[src/rtl/spice_seq_pkg.sv]
// Shared types, defaults and helpers for the SPICE chip-clock sequencer.
// Pure definitions; no timing or flow-control behaviour of its own.
package spice_seq_pkg;

    typedef enum logic [1:0] {
        HOLD  = 2'd0,
        IDLE  = 2'd1,
        PHASE = 2'd2,
        STEP  = 2'd3
    } seq_state_t;

    localparam int SEQ_SETTLE_DEFAULT = 32;
    localparam int SEQ_SETTLE_MIN     = 4;
    localparam int SEQ_RES_HALVES     = 12;
    localparam int SEQ_CNT_W          = 32;

    // A settle count below the latch qualifier window would let phi0 move before nodes settle.
    function automatic logic [7:0] clamp_settle(input logic [7:0] value, input logic [7:0] floor_value);
        return (value < floor_value) ? floor_value : value;
    endfunction

endpackage

[src/rtl/spice_phase_timer.sv]
// Half-phase down-counter: loads load_value-1 on entry/boundary, strobes sample on the last cycle.
// Latency: load_value cycles per half-phase; no backpressure, stops only when enable drops.
module spice_phase_timer
    import spice_seq_pkg::*;
#(
    parameter logic [7:0] RESET_LOAD = 8'(SEQ_SETTLE_DEFAULT)
) (
    input  logic       eclk,
    input  logic       ereset_n,
    input  logic       enable,
    input  logic [7:0] load_value,
    output logic       sample,
    output logic       sample_nxt
);

    logic [7:0] cnt;
    logic       running;
    logic       reload;

    always_comb begin
        reload     = !running || sample;
        sample_nxt = enable && !reload && (cnt == 8'd1);
    end

    // Reset counts as entry into the first half-phase, so the counter comes up preloaded.
    always_ff @(posedge eclk or negedge ereset_n) begin
        if (!ereset_n) begin
            cnt     <= RESET_LOAD - 8'd1;
            running <= 1'b1;
            sample  <= 1'b0;
        end else begin
            running <= enable;
            sample  <= sample_nxt;
            if (enable) begin
                cnt <= reload ? (load_value - 8'd1) : (cnt - 8'd1);
            end
        end
    end

endmodule

[src/rtl/spice_clock_sequencer.sv]
// Drives phi0/res_n for the netlist sim: reset hold, free-run, pause and single-step half-phases.
// Latency: settle_reg eclk per half-phase, registered outputs; host requests are never backpressured.
module spice_clock_sequencer
    import spice_seq_pkg::*;
#(
    parameter int SETTLE_DEFAULT = SEQ_SETTLE_DEFAULT,
    parameter int SETTLE_MIN     = SEQ_SETTLE_MIN,
    parameter int RES_HALVES     = SEQ_RES_HALVES,
    parameter int CNT_W          = SEQ_CNT_W
) (
    input  logic             eclk,
    input  logic             ereset_n,
    input  logic             run,
    input  logic             step_req,
    output logic             step_ack,
    input  logic             chip_reset_req,
    input  logic             cfg_we,
    input  logic [7:0]       cfg_settle,
    output logic             phi0,
    output logic             res_n,
    output logic             sample,
    output logic             busy,
    output logic [CNT_W-1:0] half_count
);

    localparam int RC_W = $clog2(RES_HALVES + 1);

    seq_state_t      state;
    seq_state_t      state_nxt;
    logic [7:0]      settle_reg;
    logic [RC_W-1:0] res_cnt;
    logic            rst_pend;
    logic            reset_due;
    logic            hold_done;
    logic            tmr_enable;
    logic            sample_nxt;

    spice_phase_timer #(
        .RESET_LOAD (8'(SETTLE_DEFAULT))
    ) u_timer (
        .eclk       (eclk),
        .ereset_n   (ereset_n),
        .enable     (tmr_enable),
        .load_value (settle_reg),
        .sample     (sample),
        .sample_nxt (sample_nxt)
    );

    always_comb begin
        state_nxt = state;
        reset_due = rst_pend || chip_reset_req;
        hold_done = (res_cnt == RC_W'(RES_HALVES - 1));
        case (state)
            HOLD: begin
                if (sample && !reset_due && hold_done) begin
                    state_nxt = run ? PHASE : IDLE;
                end
            end
            IDLE: begin
                if (chip_reset_req)  state_nxt = HOLD;
                else if (run)        state_nxt = PHASE;
                else if (step_req)   state_nxt = STEP;
            end
            PHASE: begin
                if (sample) begin
                    if (reset_due)   state_nxt = HOLD;
                    else if (!run)   state_nxt = IDLE;
                end
            end
            STEP: begin
                if (sample) state_nxt = reset_due ? HOLD : IDLE;
            end
            default: state_nxt = HOLD;
        endcase
        tmr_enable = (state_nxt != IDLE);
    end

    always_ff @(posedge eclk or negedge ereset_n) begin
        if (!ereset_n) begin
            state      <= HOLD;
            settle_reg <= 8'(SETTLE_DEFAULT);
            res_cnt    <= '0;
            rst_pend   <= 1'b0;
            phi0       <= 1'b0;
            res_n      <= 1'b0;
            step_ack   <= 1'b0;
            busy       <= 1'b0;
            half_count <= '0;
        end else begin
            state    <= state_nxt;
            busy     <= (state_nxt == PHASE) || (state_nxt == STEP);
            step_ack <= (state_nxt == STEP) && sample_nxt;
            if (cfg_we) begin
                settle_reg <= clamp_settle(cfg_settle, 8'(SETTLE_MIN));
            end
            if (state == IDLE) begin
                if (chip_reset_req) begin
                    res_n   <= 1'b0;
                    res_cnt <= '0;
                end
            end else if (sample) begin
                // Half-phase boundary: a pending reset request is honoured only here.
                phi0     <= ~phi0;
                rst_pend <= 1'b0;
                if (reset_due) begin
                    res_n      <= 1'b0;
                    res_cnt    <= '0;
                    half_count <= half_count + CNT_W'(1);
                end else if (state == HOLD && hold_done) begin
                    res_n      <= 1'b1;
                    res_cnt    <= '0;
                    half_count <= '0;
                end else begin
                    half_count <= half_count + CNT_W'(1);
                    if (state == HOLD) res_cnt <= res_cnt + RC_W'(1);
                end
            end else if (chip_reset_req) begin
                rst_pend <= 1'b1;
            end
        end
    end

endmodule

[config.mk]
export PLATFORM = sky130hd
export DESIGN_NAME = spice_clock_sequencer
export DESIGN_NICKNAME = d
export VERILOG_FILES = /design/src/rtl/spice_seq_pkg.sv /design/src/rtl/spice_phase_timer.sv /design/src/rtl/spice_clock_sequencer.sv
export SDC_FILE = /design/constraint.sdc
export NUM_CORES = 1
export LEC_CHECK = 0
export BUFFER_PORTS_ARGS = -buffer_cell sky130_fd_sc_hd__buf_2
export CAP_MARGIN = 20
export CORE_MARGIN = 2
export CORE_UTILIZATION = 40
export DETAILED_ROUTE_END_ITERATION = 8
export PLACE_DENSITY_LB_ADDON = 0.15
export SETUP_SLACK_MARGIN = 0.1
export SYNTH_ARGS = -nofsm -noshare
export SYNTH_HDL_FRONTEND = slang
export SYNTH_SLANG_ARGS = --single-unit
[constraint.sdc]
create_clock -name eclk -period 2.4 [get_ports eclk]
set_input_delay 0.36 -clock eclk [delete_from_list [all_inputs] [get_ports eclk]]
set_output_delay 0.36 -clock eclk [all_outputs]
set_load 0.01 [all_outputs]
==> results.cfg, run 1 <==
[pwr]
reg_power_share_pct = 39.6
leakage_nw = 1.53
pwr-share-comb_pct = 35.0
power_report.internal_total_mw = 2.33
power.switching_fraction_pct = 39.0
total_design_power_mw = 3.83
vdd_ir_drop_max_v = 0.000380
power.density_nw_per_um2 = 988
pwr-share-clk_pct = 25.4
switching_power_mw = 1.49

[global_routing]
first_global_vias = 2579
number_of_antenna_violations_at_the_first_check_in_global_routing = 0
global_route.overflow_total = 0
grt_first_pass_wirelength_um = 12400
grt_start_max_net_pins = 62
grt_usage_pct = 17.5

[synth]
gate_count_of_the_mapped_netlist = 350
post-synth-top-area-cell = dfrtp_1
leading_register_cell_type_out_of_synthesis = dfrtp_1
synth_area_per_cell_um2 = 9.60
number_of_enable_flip_flop_cells_after_synthesis = 0
async_reset_ff_share_pct = 100
synth_top_cells_by_area = dfrtp_1 (40%), dfstp_2 (5.5%), nor2_1 (5.4%), xor2_1 (5.0%), xnor2_1 (4.2%)
yosysUniqueCellTypes = 59
yosysWarnings = 0
synthMostInstantiatedCell = dfrtp_1
synth_top_cell_area_share_pct = 40.2
ys_seq_elements = 61
synth_commonest_cells = dfrtp_1 (54), nor2_1 (48), nand2_1 (24), xor2_1 (19), nand3_1 (17)
yosysSeqAreaShare_pct = 45.7
syn-num-nets = 369
syn-cell-area_um2 = 3360

[sta]
clock-skew-final_ns = 0.0112
worst_pin_slew_ns = 0.686
rsz_0062_raised_after_global_routing = no
slew_headroom_pct = 54.2
post-route-period-util_pct = 80.3
final_slew_viol_count = 0
max_freq_ghz = 0.519
finalHoldWorstSlack_ns = 0.00203
timing.final.setup_violations = 0
final-hold-violation-count = 0
period_minus_slack_ns = 1.93
timing.setup.tns_ns = 0

[clocking]
tritoncts_clock_tree = yes
postCtsHoldBufs = 0
cts_setup_buffers = 0
cts-root-to-sink-buffers = 2
clkTransAtPathRegs_ns = 0.07
clock_tree.root_cell = clkbuf_8
postCtsResizedCells = 0
htreeDepth = 3
cts.sink_count = 61
cts_inserted_buffers = 9
clkLatencyLatePin_ns = 0.34

[detailed_routing]
total_length_of_routed_met3_wires_um = 292
drtAntennaViolNets = 0
met2WireLength_um = 3410
met1_length_um = 3630
wl_um = 7470
drc = 0
detail_route.iter0.violations = 84
avgViaCountPerCell = 5.33
top_layer = met4
dr_total_vias = 2703
firstDrtPassIters = 4
wl_per_cell_um = 14.7

[run_status]
status = complete, no violations

[critical_path]
critical_path_arrival_ns = 2.16
end_kind = register
worstPathRequired_ns = 2.64
startpoint_type = register
worst-path-max-fanout = 12
criticalPathCategory = reg -> reg

[final_layout]
multi_input_comb_area_um2 = 1660
layout.filler_cells = 811
sequential_cell_area_um2 = 1540
finish.net_count = 416
max_ffs_per_register = 32
antenna-diode-count = 0
area_growth_pct = 15.3
layoutNonFillerInstCount = 507
layout-drive-gt1-share_pct = 24.1

[placed_design]
dpl.hpwl_um = 5190
portBuffers = 50
numPlacedInstances = 491
gp_routability_congestion = 0.885

[floorplanning]
die_width_um = 95.7
die_height_um = 95.7
core_area_um2 = 8180
core.rowCount = 33
start_util_pct = 41.1
die_area_um2 = 9150
io_pins = 51

[job]
maxCapViolCount = 0

[hold_path]
hp-class = in -> async
metal layers:
metal	track usage [%]	vias to the layer above
met2	27.4	48
li1	-	1338
met5	0	-
met1	23.7	1304
met4	7.50	0
met3	3.08	13
per-stage QoR:
stage / worst slack, ns / area [µm²] / utilization, %
CTS: 0.474 / 3870 / 47.4
global placement: 0.431 / 3660 / 44.8
finish: 0.473 / 3870 / 47.4
detailed placement: 0.400 / 3660 / 44.8
global route: 0.325 / 3870 / 47.4
floorplan: 0.647 / 3360 / -
worst paths after layout:
| check | from | end | slack [ns] | cells past startpoint |
|---|---|---|---|---|
| worst min-delay path | ereset_n | half_count[7] | 0.002 | 2 |
| min in group eclk | cfg_settle[1] | settle_reg[1] | 0.25 | 3 |
| worst min register to register | phi0 | phi0 | 0.47 | 1 |
| max in group asynchronous | ereset_n | u_timer.cnt[3] | 2.04 | 2 |
| worst max register to register | u_timer.sample | u_timer.cnt[6] | 0.47 | 6 |
| worst max-delay path | u_timer.sample | u_timer.cnt[6] | 0.47 | 6 |
power groups by stage:
| stage | clock network (mW) | logic (mW) | registers (mW) |
|---|---|---|---|
| after detailed placement | 0 | 1.35 | 1.53 |
| final | 0.972 | 1.34 | 1.52 |
| after global placement | 0 | 1.34 | 1.53 |
| after floorplan | 0 | 1.08 | 1.51 |
| after global routing | 1.04 | 1.53 | 1.56 |
| after CTS | 0.996 | 1.36 | 1.52 |
cell usage in the layout (no fill, tap or decap), types with 8 or more instances in the layout:
cell / n
nor3_1: 9
clkbuf_8: 12
inv_1: 10
buf_2: 50
nand4_1: 15
nand2_1: 24
nor2_1: 48
nor4_1: 8
o21ai_0: 13
a21oi_1: 9
nand3_1: 17
xor2_1: 19
xnor2_1: 16
dfrtp_1: 54
worst max-delay path, cell delays in order, from the launching register on:
cell,delay [ns]
dfrtp_1,0.39
buf_4,0.20
inv_1,0.09
o211a_1,0.23
o21ai_2,0.49
o21ai_0,0.18
a22o_1,0.25
cell type report:
class,count,share of cell area (%)
Inverter,11,1.07
Sequential cell,61,39.6
Clock inverter,4,1.16
Clock buffer,12,4.26
Tap cell,105,3.39
Timing Repair Buffer,55,7.75
Multi-Input combinational cell,259,42.7
cells by family after synthesis:
group / Yosys count / synth area share [%]
xor gates and xnor gates: 35 / 9.12
and+or+nand+nor: 161 / 26.1
DFF: 61 / 45.7
buffers and inverters: 30 / 5.06
AOI/OAI and AO/OA: 51 / 9.90
adders and majority gates: 5 / 1.86
muxes: 7 / 2.27
No activity file was read; power rests on OpenSTA's default activity.
==> run 2: changes to the inputs <==
==> constraint.sdc (replaced) <==
create_clock -name eclk -period 1.7 [get_ports eclk]
set_input_delay 0.255 -clock eclk [delete_from_list [all_inputs] [get_ports eclk]]
set_output_delay 0.255 -clock eclk [all_outputs]
set_load 0.01 [all_outputs]
==> run 2 against run 1 <==
  * The flow now finishes with violations (negative setup slack)
  * First-iteration DRC count grew 52%
  * Critical endpoint is now u_timer.cnt[0]
  * Global-route usage grew 3.0 points
  * Highest routed layer unchanged
  * Power grew 85%
  * Wire length grew 15%
  * Count of clock-buffer cells in the layout is the same
  * Sequential power grew 41%
  * Flip-flop and latch count is the same
  * Maximum frequency grew 11%
  * Clock skew shrank 0.0014 ns
  * Worst hold slack gained 0.14 ns
  * Design area grew 21%
==> results.cfg, run 2 (synthesis gave the netlist of run 1 again) <==
[global_routing]
first_global_vias = 2925
grt_first_pass_wirelength_um = 14300
global_route.overflow_total = 0
number_of_antenna_violations_at_the_first_check_in_global_routing = 0
grt_start_max_net_pins = 44
grt_usage_pct = 20.5

[pwr]
vdd_ir_drop_max_v = 0.000610
power.switching_fraction_pct = 39.4
power_report.internal_total_mw = 4.28
pwr-share-clk_pct = 21.2
switching_power_mw = 2.79
power.density_nw_per_um2 = 1510
reg_power_share_pct = 30.3
total_design_power_mw = 7.07
leakage_nw = 1.85
pwr-share-comb_pct = 48.5

[detailed_routing]
avgViaCountPerCell = 5.31
dr_total_vias = 2992
detail_route.iter0.violations = 128
wl_per_cell_um = 15.2
wl_um = 8560
drtAntennaViolNets = 0
firstDrtPassIters = 4
drc = 0

[sta]
slew_headroom_pct = 74.9
period_minus_slack_ns = 1.74
post-route-period-util_pct = 102
finalHoldWorstSlack_ns = 0.142
rsz_0062_raised_after_global_routing = yes
final_slew_viol_count = 0
final-hold-violation-count = 0
timing.final.setup_violations = 4
max_freq_ghz = 0.574
worst_pin_slew_ns = 0.373
timing.setup.tns_ns = -0.111
clock-skew-final_ns = 0.00976
worst_slack_ns = -0.0423

[critical_path]
startpoint_type = register
worst-path-max-fanout = 4
end_kind = register
worst_path_max_delay_cell = or4b_4
worst_r2r_startpoint = rst_pend
critical_path_arrival_ns = 2.01
timing.critical_path.from = rst_pend
worstPathRequired_ns = 1.97
criticalPathCategory = reg -> reg
cp_cell_sequence = or4b_4 -> o21ai_4 -> buf_4 -> o21ai_2 -> o221ai_1 -> o211ai_1
max_stage_delay_ns = 0.52

[placed_design]
dpl.hpwl_um = 5990
portBuffers = 50
numPlacedInstances = 531
gp_routability_congestion = 0.862

[clocking]
clkTransAtPathRegs_ns = 0.07
cts_inserted_buffers = 9
cts-root-to-sink-buffers = 2
clkLatencyLatePin_ns = 0.36
htreeDepth = 3
tritoncts_clock_tree = yes
cts.sink_count = 61
clock_tree.root_cell = clkbuf_8

[final_layout]
antenna-diode-count = 0
mostFrequentLayoutCell = buf_2
finish.net_count = 472
layout-drive-gt1-share_pct = 42.6
max_ffs_per_register = 32
layoutNonFillerInstCount = 563
final_cell_mix = buf_2 (50), dfrtp_1 (47), buf_4 (47)
area_growth_pct = 39.7

[floorplanning]
die_area_um2 = 9150
die_height_um = 95.7
io_pins = 51
core.rowCount = 33
die_width_um = 95.7
start_util_pct = 41.1
core_area_um2 = 8180

[job]
maxCapViolCount = 0

[run_status]
failed_checks = negative setup slack
status = finished with violations

[hold_path]
worstHoldStart = cfg_settle[5]
hp-class = in -> reg
==> run 2: cell count changes in the layout (fill, tap and decap cells not counted), moves of 3 or more <==
cell / previous run / this run
dfrtp_2: 0 / 7
nor4_4: 0 / 9
buf_4: 4 / 47
and3_4: 0 / 3
buf_6: 0 / 9
dfrtp_1: 54 / 47
and4_1: 7 / 2
nor2_1: 48 / 44
nor4_1: 8 / 0
and4_2: 0 / 3
o21ai_0: 13 / 10
and3_1: 6 / 3
==> run 2: worst paths after layout <==
path / end / slack (ns) / cells past startpoint
max: u_timer.cnt[0] / -0.04 / 6
min: settle_reg[5] / 0.14 / 2
max reg2reg: u_timer.cnt[0] / -0.04 / 6
min reg2reg: phi0 / 0.47 / 1
max in group asynchronous: u_timer.cnt[2] / 0.94 / 3
min in group asynchronous: half_count[8] / 0.25 / 2
==> run 2: critical path, delay by kind of cell, from the launching register on <==
kind,cells,cell delay [ns]
compound gates,4,0.62
simple gates,1,0.52
flops,1,0.38
buf+inv,1,0.14
==> run 2: per-layer routing <==
metal	global-route usage (%)	wire (µm)	vias to the layer above
met5	0	0	-
met4	9.05	180	0
met3	4.66	400	15
met2	33.4	4290	66
met1	25.9	3690	1460
li1	-	-	1451
==> run 2: cell type report <==
cell class | instances | area (µm²)
clock buffer | 12 | 155
fill | 731 | 3480
inverter | 11 | 43.8
tap | 105 | 131
clock inverter | 4 | 70.1
multi-input combinational | 260 | 1980
sequential | 61 | 1540
timing repair buffer | 110 | 764
==> run 2: power by group through the flow <==
stage / combinational (mW) / sequential [mW] / clock [mW]
after floorplan: 1.61 / 2.15 / 0
after global placement: 2.50 / 2.12 / 0
after detailed placement: 2.52 / 2.12 / 0
after CTS: 2.88 / 2.11 / 1.53
after global routing: 3.74 / 2.19 / 1.60
final: 3.43 / 2.14 / 1.50
==> run 2: timing repair <==
action / 4_1_cts / 5_1_grt
pin swaps: 6 / 24
gates resized for setup: 27 / 44
setup endpoints to repair: 27 / 43
buffers inserted: 5 / 10
gates cloned: 1 / 0
hold buffers: 1 / 0
endpoints found under the hold margin: 54 / 0
==> run 2: per-stage QoR <==
step | utilization, % | cell area, µm² | setup slack (ns)
finish | 57.4 | 4690 | -0.0423
global route | 57.4 | 4690 | -0.118
CTS | 54.0 | 4410 | -0.0328
detailed placement | 49.2 | 4020 | -0.118
global placement | 49.2 | 4020 | -0.0304
floorplan | - | 3420 | 0.0798
